--- src/rtl/arb_req_agent.sv ---
// Requester-side agent for a 4-input fixed-priority grant arbiter.
// Accepts burst requests from four clients, drives the arbiter request lines,
// qualifies the arbiter's registered encoded grant and turns it into a locked
// one-hot ownership window of (len + 1) cycles. While a burst owns the bus,
// every other request line is masked so the burst cannot be preempted.
//
// Ports:
//   arb_clk, arb_rst          clock, asynchronous active-high reset
//   cli_valid[3:0]            per-client burst request
//   cli_len[4*LEN_W-1:0]      per-client burst length, field i at [i*LEN_W +: LEN_W]
//   arb_gnt[1:0]              encoded grant from the arbiter (registered there)
//   arb_req0..arb_req3        request lines to the arbiter
//   cli_accept[3:0]           one-cycle pulse when a request is latched
//   cli_gnt[3:0]              one-hot ownership, high for the whole burst
//   cli_done[3:0]             one-cycle pulse in the final ownership cycle
//   cli_starve[3:0]           sticky: client waited more than WAIT_MAX cycles
//   arb_err                   sticky: grant mismatch during a burst
module arb_req_agent #(
    parameter int unsigned LEN_W    = 4,
    parameter int unsigned WAIT_MAX = 64
) (
    input  logic               arb_clk,
    input  logic               arb_rst,
    input  logic [3:0]         cli_valid,
    input  logic [4*LEN_W-1:0] cli_len,
    input  logic [1:0]         arb_gnt,
    output logic               arb_req0,
    output logic               arb_req1,
    output logic               arb_req2,
    output logic               arb_req3,
    output logic [3:0]         cli_accept,
    output logic [3:0]         cli_gnt,
    output logic [3:0]         cli_done,
    output logic [3:0]         cli_starve,
    output logic               arb_err
);

    // Wait counter saturates at WAIT_MAX + 1, one past the starvation limit.
    localparam int unsigned    WaitW   = $clog2(WAIT_MAX + 2);
    localparam logic [WaitW-1:0] WaitLim = WaitW'(WAIT_MAX);
    localparam logic [WaitW-1:0] WaitSat = WaitW'(WAIT_MAX + 1);

    typedef enum logic [1:0] {StIdle, StReq, StOwn} state_e;

    state_e             state_q [4];
    state_e             state_d [4];
    logic [LEN_W-1:0]   len_q   [4];
    logic [LEN_W-1:0]   len_d   [4];
    logic [WaitW-1:0]   wait_q  [4];
    logic [WaitW-1:0]   wait_d  [4];
    logic [LEN_W-1:0]   cnt_q, cnt_d;
    logic [1:0]         owner_q, owner_d;
    logic               first_q, first_d;
    logic [3:0]         req_q, req_d;
    logic [3:0]         req_prev_q;
    logic [3:0]         accept_q, accept_d;
    logic [3:0]         gnt_q, gnt_d;
    logic [3:0]         done_q, done_d;
    logic [3:0]         starve_q, starve_d;
    logic               err_q, err_d;

    logic               own_any_q, own_any_d;
    logic               gnt_vld;

    always_comb begin
        own_any_q = 1'b0;
        own_any_d = 1'b0;
        for (int i = 0; i < 4; i++) begin
            state_d[i] = state_q[i];
            len_d[i]   = len_q[i];
            wait_d[i]  = wait_q[i];
        end
        cnt_d    = cnt_q;
        owner_d  = owner_q;
        first_d  = first_q;
        accept_d = '0;
        starve_d = starve_q;
        err_d    = err_q;
        req_d    = '0;
        gnt_d    = '0;
        done_d   = '0;

        // The arbiter holds its last grant when idle, so a grant only means
        // something if some request was presented to it one cycle earlier.
        gnt_vld = |req_prev_q;

        for (int i = 0; i < 4; i++) begin
            if (state_q[i] == StOwn) begin
                own_any_q = 1'b1;
            end
        end

        if (own_any_q) begin
            first_d = 1'b0;
            // First OWN cycle still shows the grant that caused entry.
            if (!first_q && (arb_gnt != owner_q)) begin
                err_d = 1'b1;
            end
            if (cnt_q != '0) begin
                cnt_d = cnt_q - 1'b1;
            end
        end

        for (int i = 0; i < 4; i++) begin
            unique case (state_q[i])
                StIdle: begin
                    if (cli_valid[i] && !own_any_q) begin
                        state_d[i]  = StReq;
                        len_d[i]    = cli_len[i*LEN_W +: LEN_W];
                        accept_d[i] = 1'b1;
                    end
                end
                StReq: begin
                    if (!own_any_q && gnt_vld && (arb_gnt == 2'(i)) && req_prev_q[i]) begin
                        state_d[i]  = StOwn;
                        cnt_d       = len_q[i];
                        owner_d     = 2'(i);
                        first_d     = 1'b1;
                        starve_d[i] = 1'b0;
                        wait_d[i]   = '0;
                    end else begin
                        if (wait_q[i] != WaitSat) begin
                            wait_d[i] = wait_q[i] + 1'b1;
                        end
                        // New count exceeds WAIT_MAX.
                        if (wait_q[i] >= WaitLim) begin
                            starve_d[i] = 1'b1;
                        end
                    end
                end
                StOwn: begin
                    if (cnt_q == '0) begin
                        state_d[i] = StIdle;
                    end
                end
                default: state_d[i] = StIdle;
            endcase
        end

        for (int i = 0; i < 4; i++) begin
            if (state_d[i] == StOwn) begin
                own_any_d = 1'b1;
            end
        end

        for (int i = 0; i < 4; i++) begin
            gnt_d[i]  = (state_d[i] == StOwn);
            done_d[i] = (state_d[i] == StOwn) && (cnt_d == '0);
            req_d[i]  = (state_d[i] == StOwn) || ((state_d[i] == StReq) && !own_any_d);
        end
    end

    always_ff @(posedge arb_clk or posedge arb_rst) begin
        if (arb_rst) begin
            for (int i = 0; i < 4; i++) begin
                state_q[i] <= StIdle;
                len_q[i]   <= '0;
                wait_q[i]  <= '0;
            end
            cnt_q      <= '0;
            owner_q    <= '0;
            first_q    <= 1'b0;
            req_q      <= '0;
            req_prev_q <= '0;
            accept_q   <= '0;
            gnt_q      <= '0;
            done_q     <= '0;
            starve_q   <= '0;
            err_q      <= 1'b0;
        end else begin
            for (int i = 0; i < 4; i++) begin
                state_q[i] <= state_d[i];
                len_q[i]   <= len_d[i];
                wait_q[i]  <= wait_d[i];
            end
            cnt_q      <= cnt_d;
            owner_q    <= owner_d;
            first_q    <= first_d;
            req_q      <= req_d;
            req_prev_q <= req_q;
            accept_q   <= accept_d;
            gnt_q      <= gnt_d;
            done_q     <= done_d;
            starve_q   <= starve_d;
            err_q      <= err_d;
        end
    end

    assign arb_req0   = req_q[0];
    assign arb_req1   = req_q[1];
    assign arb_req2   = req_q[2];
    assign arb_req3   = req_q[3];
    assign cli_accept = accept_q;
    assign cli_gnt    = gnt_q;
    assign cli_done   = done_q;
    assign cli_starve = starve_q;
    assign arb_err    = err_q;

endmodule

--- config.mk ---
export PLATFORM = sky130hd
export DESIGN_NAME = arb_req_agent
export DESIGN_NICKNAME = d
export VERILOG_FILES = /design/src/rtl/arb_req_agent.sv
export SDC_FILE = /design/constraint.sdc
export NUM_CORES = 1
export LEC_CHECK = 0
export BUFFER_PORTS_ARGS = -buffer_cell sky130_fd_sc_hd__buf_2
export CORE_AREA = 2 2 89 91
export DETAILED_ROUTE_END_ITERATION = 10
export DIE_AREA = 0 0 91 93
export GPL_TIMING_DRIVEN = 1
export PLACE_DENSITY = 0.8
export SLEW_MARGIN = 20
export SYNTH_ARGS = -nofsm -noshare
export SYNTH_HDL_FRONTEND = slang
export SYNTH_SLANG_ARGS = --single-unit
--- constraint.sdc ---
create_clock -name arb_clk -period 2 [get_ports arb_clk]
set_clock_uncertainty 0.05 [all_clocks]
set_input_delay 0 -clock arb_clk [delete_from_list [all_inputs] [get_ports arb_clk]]
set_output_delay 0 -clock arb_clk [all_outputs]
set_load 0.005 [all_outputs]
==> results of run 1 <==
[layout by cell type, fill, tap and decap left out, drive strengths merged, types with 11 or more instances in the layout]
cell type | netlist | routed
dfrtp | 84 | 84
buf | 1 | 112
inv | 12 | 11
a21oi | 17 | 17
nor2 | 35 | 35
dlygate4sd3 | 0 | 20
nor3 | 11 | 11
nand2 | 69 | 69
clkbuf | 5 | 12
o21ai | 24 | 24
[final cells by class]
cell class / count / share of cell area, %
timing repair buffer: 132 / 17.98
sequential: 84 / 38.82
multi-input combinational: 281 / 36.44
tap: 102 / 2.357
clock buffer: 12 / 2.495
clock inverter: 4 / 0.9242
inverter: 12 / 0.9935
[power groups by stage]
stage	clock network [mW]	registers (mW)	logic (mW)
after floorplan	0	2.88	1.94
after global placement	0	2.96	2.96
after detailed placement	0	3.00	3.11
after CTS	1.19	2.99	3.75
after global routing	1.27	3.10	4.50
final	1.18	3.03	4.22
[worst min-delay path: cells and delay by family]
kind	cells	cell delay, ns
buffers and inverters	2	0.21
AND/OR/NAND/NOR	1	0.21
[cell usage after synthesis (3+ instances only)]
cell | number | area (sq um)
dfrtp_1 | 84 | 2102
nand2_1 | 69 | 259.0
nor2_1 | 33 | 123.9
o21ai_0 | 24 | 120.1
a21oi_1 | 16 | 80.08
inv_1 | 12 | 45.04
nor3_1 | 11 | 55.05
xor2_1 | 10 | 87.58
ha_1 | 9 | 112.6
mux2_2 | 9 | 101.4
nand3_1 | 9 | 45.04
or3_1 | 9 | 56.30
a21o_1 | 8 | 60.06
nand2b_1 | 6 | 37.54
nand4_1 | 6 | 37.54
nor4_1 | 6 | 37.54
o211ai_1 | 6 | 45.04
clkbuf_1 | 5 | 18.77
nor2b_1 | 5 | 31.28
xnor2_1 | 5 | 43.79
a31oi_1 | 3 | 18.77
nor2b_2 | 3 | 26.28
o31ai_1 | 3 | 22.52
[layer usage]
metal / track usage (%) / routed length [um] / vias to the layer above
met5: 0 / 0 / -
met3: 5.238 / 644 / 61
met2: 46.23 / 5838 / 182
met1: 33.93 / 4632 / 1778
li1: - / - / 1616
met4: 14.14 / 548 / 0
[registers in the layout (all words and copies together) (netlist names)]
| name | flops |
|---|---|
| arb_err | 1 |
| cli_accept | 4 |
| cli_done | 4 |
| cli_gnt | 4 |
| cli_starve | 4 |
| cnt_q | 4 |
| first_q | 1 |
| len_q | 16 |
| owner_q | 2 |
| req_prev_q | 4 |
| req_q | 4 |
| state_q | 8 |
| wait_q | 28 |
[worst paths after layout]
| path | end | slack (ns) | cells after the start |
|---|---|---|---|
| hold reg to reg | req_prev_q[3] | 0.35 | 0 |
| min in group asynchronous | len_q[8] | 0.15 | 3 |
| hold / removal | cli_accept[1] | 0.07 | 3 |
| setup reg to reg | cli_done[1] | -0.18 | 7 |
| max in group asynchronous | req_q[2] | 1.15 | 4 |
| setup / recovery | cli_done[1] | -0.18 | 7 |
[per-stage QoR]
stage,utilization (%),instances
2_1_floorplan,-,382
6_report,71.94,627
3_5_place_dp,61.30,574
5_1_grt,71.94,627
3_3_place_gp,61.30,574
4_1_cts,70.43,620
[timing repair]
action                                  CTS  global route
gates resized for setup                  54            21
endpoints found under the setup margin   14            38
endpoints found under the hold margin    84             0
cloned                                    1             0
setup buffers                            10             8
hold buffers                             20             0
pin swaps                                18            18
[cells by family (layout without fill, tap and decap cells)]
logic type | count (synthesis) | in the layout | share of synthesized area (%)
multiplexers | 9 | 9 | 2.647
flip-flops | 84 | 84 | 54.90
adder cells (fa/ha/maj) | 9 | 9 | 2.941
XOR/XNOR | 15 | 15 | 3.431
buffers and inverters | 18 | 160 | 1.797
AO/OA/AOI/OAI | 74 | 74 | 12.22
AND/OR/NAND/NOR | 173 | 174 | 22.06
==> run metrics, run 1 <==
fmax=approximately 460 MHz; max cap viols=0; flops & latches, synth=84; pre-CTS setup slack=-0.1622 ns; Max FO, Critical Path=5; placed cell area=approximately 4600 sq um; largest net degree at the start of global routing=35; global-route usage over all layers=a little over a quarter; Final Max Tran Viols=0; Port-buffer cells=44; diode count=0; H-tree lvl count=3; chip height=93 um; Worst Tran Pin Value=0.5618 ns; initial DRC count=about 260; Initial Utilization=roughly half; initial antenna violation count=0; total CTS buffers=9; Post-Syn Area=3829 sq um; Core Area=approximately 7500 sq um; Max clock buf depth=2; CP Class=reg2reg; die width=approximately 91 um; failing checks=negative setup slack; Layout area overhead=41.44%; Reg clk slew, reported paths=0.09 ns; Synth Instances=382; Min Hold Slack=0.07490 ns; Crit. End Element=register; RD Place Congestion=about 0.94; drt pass-1 iters=6; Top cell by count, worst path=o211ai_1; mean post-synth cell area=between 10 and 15 sq um; Routed Antenna Nets=0; Crit Reg-Reg Startpoint=state_q[3]; # IOs=45; fillers=482; fraction of layout cells with a size suffix above 1=between 30% and 40%; Synth cell types=47; Clk pwr share=~14%; internal power=5.017 mW; delay-heaviest family, CP=simple AND/OR/NAND/NOR gates; WP data arrival=approximately 2.4 ns; Sink Count=84; setup ws final=-0.1759 ns; CP Launch Type=register; die footprint=8463 sq um; routed length per instance=18.60 um; Root Driver=clkbuf_8; Tmin final=about 2.2 ns; Leak=roughly 2.6 nW; nets=553; RSZ-0062 raised after global routing=yes; setup violators final=13; switching portion of total power=between 40% and 50%; power share of the sequential group=between 30% and 40%; CTS tree=built; row count=32; count of final hold-check violations=0; sequential element share of the synthesized area=54.90%; vias in the first global route=between 3k and 4k; crit-path max cell delay=slightly below 0.6 ns; slowest CP cell=or4_4; grt total ovfl=0; fraction of registers with async set/reset=100.0%; Net Sw Power=approximately 3.4 mW; register area=roughly 2100 sq um; Worst Hold Class=in2reg; post-route cell area=5415 sq um; DR DRC count=0; Post-synth top flop=dfrtp_1; DP HPWL=6.915 mm; peak supply drop=about 1000 uV; Combinational Power Share=between 50% and 60%; CP bufs+invs=1; number of synthesized flops with an enable pin=0; Worst Hold Launch=cli_valid[1]; Multi-input gate area=~2000 sq um; worst path cell trace=nor2b_4 -> or4_4 -> o211ai_1 -> a32oi_2 -> o211ai_1 -> buf_4 -> nor3_2; CP required=~2.2 ns; total wire length=~12 mm; Worst slew margin=between 60% and 70%; syn_nets=415; Yosys warnings=0; setup TNS=-1.061 ns; Power Density=roughly 1600 nW/um^2; DR vias=roughly 3.6k; Final period util=108.8%; status=finished, violations left; Clock Latency Late Sink=between 0.3 and 0.4 ns; Worst setup startpoint=state_q[3]; global-route wire length before repair=approximately 18 mm; Tot Pwr=about 8.4 mW; via/cell ratio=between 5 and 6
No activity file was read; power rests on OpenSTA's default activity.
==> run 2: changes to the inputs <==
- CORE_AREA: 2 2 89 91 -> 2 2 116 118
- DIE_AREA: 0 0 91 93 -> 0 0 118 120
- PLACE_DENSITY: 0.8 -> 0.54
==> run 2 against run 1 <==
The run still ends with negative setup slack left. Die area is 67% higher. Critical path depth is the same. Worst hold slack got worse by 0.031 ns. Wire length fell by 15%. Worst setup slack improved by 0.040 ns. Final area up 1.4%. Global-route usage is 13 points lower. First-iteration DRC count decreased by 36%.
==> run metrics, run 2 (synthesized netlist as in run 1, its figures left out) <==
status=finished, violations left; failing checks=negative setup slack; grt total ovfl=0 (unchanged); RD Place Congestion=0.8651 (-7.9%); Routed Antenna Nets=0 (unchanged); setup TNS=-0.8859 ns (+0.1753 ns); post-route cell area=5489 sq um (+1.4%); internal power=5.246 mW (+4.6%); Crit Reg-Reg Startpoint=state_q[3]; commonest non-fill, non-tap cells in the layout=dfrtp_1, nand2_1, buf_4; slowest CP cell=or4_4; CP required=2.21 ns (+0.02 ns); Worst slew margin=66.23% (+4.0 points); Final period util=106.8% (-2.0 points); Worst Hold Launch=cli_valid[1]; Combinational Power Share=45.2% (-4.8 points); Max FO, Critical Path=7 (+2); total CTS buffers=9 (unchanged); power share of the sequential group=36.0% (about the same); global-route usage over all layers=14.69% (-13 points); commonest non-fill, non-tap cell in the layout=dfrtp_1; RSZ-0062 raised after global routing=yes; die width=118 um (+30%); Power Density=1511 nW/um^2 (-2.9%); placed cell count=656 (+14%); diode count=0 (unchanged); via/cell ratio=4.705 (-19%); Worst Hold Class=in2reg; Leak=2.612 nW (+0.65%); register area=2102 sq um (unchanged); largest net degree at the start of global routing=85 (+140%); max cap viols=0 (unchanged); global-route wire length before repair=16.19 mm (-10%); Clk pwr share=18.9% (+4.9 points); Root Driver=clkbuf_16; setup ws final=-0.1357 ns (+0.04027 ns); Worst Tran Pin Value=0.5013 ns (-0.06047 ns); chip height=120 um (+29%); CP Class=reg2reg; initial antenna violation count=0 (unchanged); placed cell area=4767 sq um (+3.3%); initial DRC count=168 (-36%); worst path cell trace=nor2b_4 -> or4_4 -> or2_4 -> o21ai_2 -> o211ai_1 -> buf_4 -> nor3_4; nets=552 (-0.18%); Final Max Tran Viols=0 (unchanged); count of final hold-check violations=0 (unchanged); Net Sw Power=3.046 mW (-11%); Initial Utilization=29.50% (-21 points); Reg clk slew, reported paths=0.06 ns (-0.03 ns); Finished Layout Cells=698 (+11%); peak supply drop=480.2 uV (-51%); CP Launch Type=register; DR vias=3284 (-9.7%); Sink Count=84 (unchanged); row count=42 (+31%); Min Hold Slack=0.04389 ns (-0.03102 ns); Worst setup startpoint=state_q[3]; total wire length=9.927 mm (-15%); setup violators final=12 (-1); switching portion of total power=36.73% (-3.7 points); Port-buffer cells=44 (unchanged); crit-path max cell delay=0.62 ns (+0.03 ns); max FFs per register=28 (unchanged); Layout area overhead=43.37%; DR DRC count=0 (unchanged); fillers=1278 (+170%); CTS tree=built; WP data arrival=2.34 ns (-0.03 ns); Top reg by flops=wait_q; fraction of layout cells with a size suffix above 1=33.52% (-2.3 points); DP HPWL=7.186 mm (+3.9%); routed length per instance=14.22 um (-24%); Core Area=12980 sq um (+72%); # IOs=45 (unchanged); die footprint=14160 sq um (+67%); Clock Latency Late Sink=0.34 ns (about the same); Multi-input gate area=1867 sq um (-5.4%); Tmin final=2.136 ns (-0.04027 ns); fmax=468.2 MHz (+1.9%); vias in the first global route=3285 (-9.9%); biggest regs=wait_q: 28 flops, len_q: 16 flops, state_q: 8 flops; H-tree lvl count=3 (unchanged); Max clock buf depth=2 (unchanged); Crit. End Element=register; drt pass-1 iters=4 (-2)
-- run 2: worst paths after layout --
| kind | endpoint | slack, ns | cells after the start |
|---|---|---|---|
| setup / recovery | cli_done[0] | -0.14 | 7 |
| hold / removal | len_q[8] | 0.04 | 4 |
| setup reg to reg | cli_done[0] | -0.14 | 7 |
| hold reg to reg | req_prev_q[3] | 0.34 | 0 |
| max in group asynchronous | wait_q[11] | 1.25 | 4 |
| min in group asynchronous | wait_q[17] | 0.25 | 4 |
-- run 2: per-stage QoR --
step                      util [%]  worst slack (ns)  power, mW
after floorplan                  -           -0.1086      4.827
after global placement       36.73           -0.1577      6.110
after detailed placement     36.73           -0.2016      6.194
after CTS                    41.13           -0.1166      8.036
after global routing         42.29           -0.2041      8.903
final                        42.29           -0.1357      8.292
-- run 2: worst max-delay path, delay by kind of cell (launching register included) --
kind	cells	cell delay (ns)
AOI/OAI and AO/OA	2	0.21
DFF	1	0.38
buffers and inverters	1	0.18
and+or+nand+nor	4	1.24
-- run 2: layout make-up --
type,count,area share (%)
multi-input combinational,280,34.01
tap,176,4.012
clock buffer,13,4.924
timing repair buffer,132,17.64
clock inverter,1,0.1368
sequential,84,38.30
inverter,12,0.9802
-- run 2: metal layers --
metal / part of all wire (%) / GRT usage [%] / vias to the layer above
li1: - / - / 1609
met1: 48 / 19.99 / 1591
met2: 46 / 22.89 / 68
met3: 3.4 / 2.519 / 16
met4: 2.5 / 6.777 / 0
met5: 0 / 0 / -
-- run 2: timing repair --
item	in CTS	in global routing
resized for setup	19	34
hold endpoints to repair	102	0
pin swaps	8	10
gates cloned	0	1
hold buffers	19	0
setup endpoints to repair	21	31
setup buffers	5	3
-- run 2: power by group through the flow --
stage	registers, mW	logic, mW	clock network [mW]
after floorplan	2.88	1.94	0
after global placement	2.98	3.13	0
after detailed placement	2.99	3.21	0
after CTS	2.98	3.45	1.61
after global routing	3.07	4.15	1.69
final	2.98	3.74	1.57
